File: src/rtl/spi_master_ctrl_pkg.sv
// rtl/spi_master_ctrl_pkg.sv - shared constants for the SPI master sequencer
//
// Purpose: FSM state encodings and SPI mode constants shared by the
//          spi_master_ctrl slice.
// Contents:
//   ST_IDLE/ST_SETUP/ST_SHIFT/ST_HOLD  2-bit sequencer state encodings
//   SPI_CPOL/SPI_CPHA                   clock polarity/phase (mode 0 only today)
package spi_master_ctrl_pkg;

  localparam logic [1:0] ST_IDLE  = 2'd0;
  localparam logic [1:0] ST_SETUP = 2'd1;
  localparam logic [1:0] ST_SHIFT = 2'd2;
  localparam logic [1:0] ST_HOLD  = 2'd3;

  // Mode 0: sck idles low, data sampled on the rising edge.
  localparam logic SPI_CPOL = 1'b0;
  localparam logic SPI_CPHA = 1'b0;

endpackage

File: src/rtl/spi_clk_div.sv
// rtl/spi_clk_div.sv - half-period tick generator for the SPI master
//
// Purpose: counts clk cycles 0..CLK_DIV-1 and pulses tick on the last count,
//          marking the end of one sck half-period.
// Ports:
//   clk   in   system clock
//   rst   in   asynchronous active-high reset
//   clr   in   hold counter at zero (no tick while asserted)
//   tick  out  one-cycle pulse every CLK_DIV cycles while clr is low
module spi_clk_div #(
  parameter int CLK_DIV = 4
) (
  input  logic clk,
  input  logic rst,
  input  logic clr,
  output logic tick
);

  localparam int CW = $clog2(CLK_DIV) + 1;
  localparam logic [CW-1:0] LAST = CW'(CLK_DIV - 1);

  logic [CW-1:0] cnt;

  assign tick = !clr && (cnt == LAST);

  // Wrapping on tick means every state entered on a tick starts at zero.
  always_ff @(posedge clk or posedge rst) begin
    if (rst) begin
      cnt <= '0;
    end else if (clr || tick) begin
      cnt <= '0;
    end else begin
      cnt <= cnt + 1'b1;
    end
  end

endmodule

File: src/rtl/spi_master_ctrl.sv
// rtl/spi_master_ctrl.sv - mode 0 SPI master sequencer for a single slave
//
// Purpose: accepts a WIDTH-bit word via start/busy/done, drives sck/cs_n,
//          shifts tx MSB-first on mosi and collects miso into rx_data.
// Ports:
//   clk      in   system clock
//   rst      in   asynchronous active-high reset (aborts any transfer)
//   start    in   transfer request, only honoured in IDLE
//   tx_data  in   word to send, latched on the accept cycle
//   busy     out  transfer in progress
//   done     out  one-cycle pulse, rx_data valid
//   rx_data  out  last received word, held until the next done
//   sck      out  SPI clock, idles low
//   cs_n     out  chip select, active low
//   mosi     out  serial data out, MSB first
//   miso     in   serial data in, MSB first
module spi_master_ctrl #(
  parameter int WIDTH   = 8,
  parameter int CLK_DIV = 4
) (
  input  logic             clk,
  input  logic             rst,
  input  logic             start,
  input  logic [WIDTH-1:0] tx_data,
  output logic             busy,
  output logic             done,
  output logic [WIDTH-1:0] rx_data,
  output logic             sck,
  output logic             cs_n,
  output logic             mosi,
  input  logic             miso
);

  import spi_master_ctrl_pkg::*;

  localparam int BW = $clog2(WIDTH) + 1;

  logic [1:0]       state;
  logic [BW-1:0]    bit_cnt;
  logic [WIDTH-1:0] shreg;
  logic             miso_q;
  logic             tick;
  logic             div_clr;

  // Divider is parked at zero in IDLE so SETUP always starts a full half-period.
  assign div_clr = (state == ST_IDLE);

  spi_clk_div #(
    .CLK_DIV(CLK_DIV)
  ) u_clk_div (
    .clk  (clk),
    .rst  (rst),
    .clr  (div_clr),
    .tick (tick)
  );

  always_ff @(posedge clk or posedge rst) begin
    if (rst) begin
      state   <= ST_IDLE;
      sck     <= SPI_CPOL;
      cs_n    <= 1'b1;
      mosi    <= 1'b0;
      busy    <= 1'b0;
      done    <= 1'b0;
      rx_data <= '0;
      bit_cnt <= '0;
      shreg   <= '0;
      miso_q  <= 1'b0;
    end else begin
      done <= 1'b0;
      case (state)
        ST_IDLE: begin
          if (start) begin
            state   <= ST_SETUP;
            busy    <= 1'b1;
            cs_n    <= 1'b0;
            mosi    <= tx_data[WIDTH-1];
            shreg   <= tx_data;
            bit_cnt <= '0;
          end
        end
        ST_SETUP: begin
          if (tick) begin
            state <= ST_SHIFT;
          end
        end
        ST_SHIFT: begin
          if (tick) begin
            if (!sck) begin
              // Rising edge: capture miso; it enters the shift register on the
              // following fall so the untransmitted LSBs are not overwritten.
              sck     <= 1'b1;
              miso_q  <= miso;
              bit_cnt <= bit_cnt + 1'b1;
            end else begin
              sck   <= 1'b0;
              shreg <= {shreg[WIDTH-2:0], miso_q};
              if (bit_cnt == BW'(WIDTH)) begin
                state <= ST_HOLD;
              end else begin
                mosi <= shreg[WIDTH-2];
              end
            end
          end
        end
        ST_HOLD: begin
          if (tick) begin
            state   <= ST_IDLE;
            cs_n    <= 1'b1;
            busy    <= 1'b0;
            done    <= 1'b1;
            rx_data <= shreg;
            mosi    <= 1'b0;
          end
        end
        default: state <= ST_IDLE;
      endcase
    end
  end

endmodule

File: config.mk
export PLATFORM = sky130hd
export DESIGN_NAME = spi_master_ctrl
export DESIGN_NICKNAME = d
export VERILOG_FILES = /design/src/rtl/spi_master_ctrl_pkg.sv /design/src/rtl/spi_clk_div.sv /design/src/rtl/spi_master_ctrl.sv
export SDC_FILE = /design/constraint.sdc
export NUM_CORES = 1
export LEC_CHECK = 0
export CAP_MARGIN = 20
export CORE_ASPECT_RATIO = 0.75
export CORE_UTILIZATION = 55
export CTS_CLUSTER_DIAMETER = 60
export DETAILED_ROUTE_END_ITERATION = 10
export PLACE_DENSITY = 0.8
export SLEW_MARGIN = 20
export SYNTH_ARGS = -nofsm -noshare
export SYNTH_HDL_FRONTEND = slang
export SYNTH_SLANG_ARGS = --single-unit
export TNS_END_PERCENT = 1
File: constraint.sdc
create_clock -name clk -period 6.05 [get_ports clk]
set_clock_uncertainty 0.15 [all_clocks]
set_input_delay 1.5125 -clock clk [delete_from_list [all_inputs] [get_ports clk]]
set_output_delay 1.5125 -clock clk [all_outputs]
set_load 0.03 [all_outputs]
==> reports/summary.txt <==
DR WL/cell = 13.1 um
synthesis-to-layout area growth = 21.6%
final WL = 2.50 mm
clock network power share = 34.6%
CTS Buf Count = 5
Mapped Cells = 129
drc violations = 0
power density cells = 193 nW/um2
GRT overflow = 0
sequential share of power = 61.1%
Worst-Margin Slew = 808 ps
GRT met1 Usage = 24.4%
Ys Warns = 0
r2r setup slk = 3790 ps
critical path cell sequence = clkdlybuf4s50_1
pin count of the biggest net entering global routing = 32
status = finished, final reports clean
count of cells resized by post-cts repair = 0
non-filler instance count after layout = 191
static leakage = 0.894 nW
die area = 2880 um2
worst reg2reg path depth = 6
Net Count, Synth = 149
routing usage on met2 = 33.3%
RSZ-0062 raised after global routing = no
syn avg cell area = 11.4 um2
Async SR Flop Fraction = 100%
Die Span Y = 46.8 um
dpl cells = 184
die width = 61.7 um
Crit path buffers/inverters = 1
vias in the first global route = 961
Max VDD drop = 0.000153 V
fill count = 180
1st-iter DRT viols = 60
Synth cell types = 32
max-slew violations = 0
max_cap viols = 0
crit start category = register
synthesized cell area = 1470 um2
Final period util = 52.7%
NetSw = 73.4 uW
combinational group share of total power = 4.3%
critical path required time = 4390 ps
clock latency on the worst-skew pair = 320 ps
diode count = 0
reg2reg end = shreg[2]
post-route ant nets = 0
max incr delay on CP = 660 ps
area occupied by multi-input gates = 633 um2
1st-pass router iterations = 4
setup violators final = 0
critical path fanouts, max = 3
Final min period = 3190 ps
clk sink count = 31
crit-path leading delay family = buffers and inverters
internal power = 271 uW
fraction of layout cells with a size suffix above 1 = 14.6%
input/output buffers = 24
Post-CTS Setup Bufs = 0
commonest non-fill, non-tap cell in the layout = dfrtp_1
GR Util met3 = 6.61%
H-tree levels = 2
sequential share of the synthesized area = 52.9%
core area = 2400 um2
GRT Total Usage = 19.8%
FF/Latch Area = 777 um2
relative slew slack = 46.2%
NumNets Final = 177
number of synthesized register bits = 31
hold depth = 1
row cnt = 15
first-pass GRT wire length = 4.00 mm
Hold WC Path Type = reg2reg
CTS Buffer Depth = 2
Post-CTS Hold Buffers = 0
Slowest-stage cell, CP = clkdlybuf4s50_1
setup_tns = 0 ps
io pins = 25
initial antenna violation count = 0
Hold Path End = u_clk_div.cnt[0]
Crit path arrival time = 1520 ps
Via density = 5.30
CTS tree = done
sw frac = 21.3%
Vias = 1,012
fmax = 314 MHz
Post-synth EDFFs = 0
GRT Max-Usage Layer = met2
root buf cell = clkbuf_4
Final Hold Viols = 0
worst setup path category = reg2out
gpl congestion = 0.795
clock slew at reported path FFs = 90 ps
most frequent cells in the layout = dfrtp_1, clkdlybuf4s50_1, nor2_1
Hold Path Origin = u_clk_div.cnt[0]
CP Capture Type = output port
top_reg_cell synth = dfrtp_1
post-DP HPWL = 1.88 mm
Starting Density = 61.1%
Worst R2R Start = state[0]
per-stage QoR:
step                      total power [mW]  hold WS, ps  instance area (um2)  worst slack (ps)  utilization (%)
after detailed placement             0.230          285                 1730              2990             72.0
after global placement               0.230          270                 1730              3070             72.0
after global routing                 0.358          327                 1790              2810             74.4
final                                0.345          305                 1790              2860             74.4
after floorplan                      0.220          258                 1470              3600                -
after CTS                            0.347          302                 1790              2850             74.4
flip-flops by register name, indices dropped and copies added, names as in the netlist:
register,count
sck,1
mosi,1
busy,1
cs_n,1
miso_q,1
shreg,8
state,2
bit_cnt,4
rx_data,8
u_clk_div.cnt,3
done,1
power groups by stage:
| stage | combinational (mW) | sequential, mW | clock, mW |
|---|---|---|---|
| 4_1_cts | 0.0154 | 0.211 | 0.121 |
| 5_1_grt | 0.0167 | 0.211 | 0.131 |
| 6_report | 0.0149 | 0.211 | 0.119 |
| 2_1_floorplan | 0.00601 | 0.214 | 0 |
| 3_3_place_gp | 0.0151 | 0.215 | 0 |
| 3_5_place_dp | 0.0153 | 0.215 | 0 |
worst max-delay path by stage:
stage               startpoint  endpoint  slack, ps  depth (start not counted)
floorplan                start      mosi       3600                          4
global placement         start  state[1]       3070                          5
detailed placement       start      mosi       2990                          5
CTS                       cs_n      cs_n       2850                          1
global route              cs_n      cs_n       2810                          1
finish                    cs_n      cs_n       2860                          1
layout make-up:
cell class | instances | area share [%]
Timing Repair Buffer | 25 | 13.9
Clock inverter | 1 | 0.280
Clock buffer | 6 | 2.87
Multi-Input combinational cell | 86 | 35.4
Sequential cell | 31 | 43.5
Inverter | 8 | 1.68
Tap cell | 34 | 2.38
cell usage after synthesis (2+ instances only):
master	count	area [um2]
mux2_1	2	22.5
mux2_2	10	113
inv_1	8	30.0
nor3_1	3	15.0
dfrtp_1	30	751
o21ai_0	3	15.0
a21oi_1	12	60.1
ha_1	8	100
nand2b_1	2	12.5
nand2_1	6	22.5
buf_2	2	10.0
xor2_1	2	17.5
mux2i_1	7	70.1
nor2_1	16	60.1
per-layer routing:
metal  wire length [um]  vias up  part of all wire (%)
met5                  0        -                     0
li1                   -      502                     -
met2               1190       17                    48
met1               1200      489                    48
met4                 23        0                  0.92
met3                 86        4                   3.4
logic make-up after synthesis:
logic type,Yosys count,share of synthesized area (%)
AO/OA/AOI/OAI,19,7.67
XOR/XNOR,3,1.79
adder cells (fa/ha/maj),8,6.81
buffers and inverters,12,4.00
flip-flops,31,52.9
multiplexers,19,14.0
AND/OR/NAND/NOR,37,12.9
(Power assumes the default switching activity.)
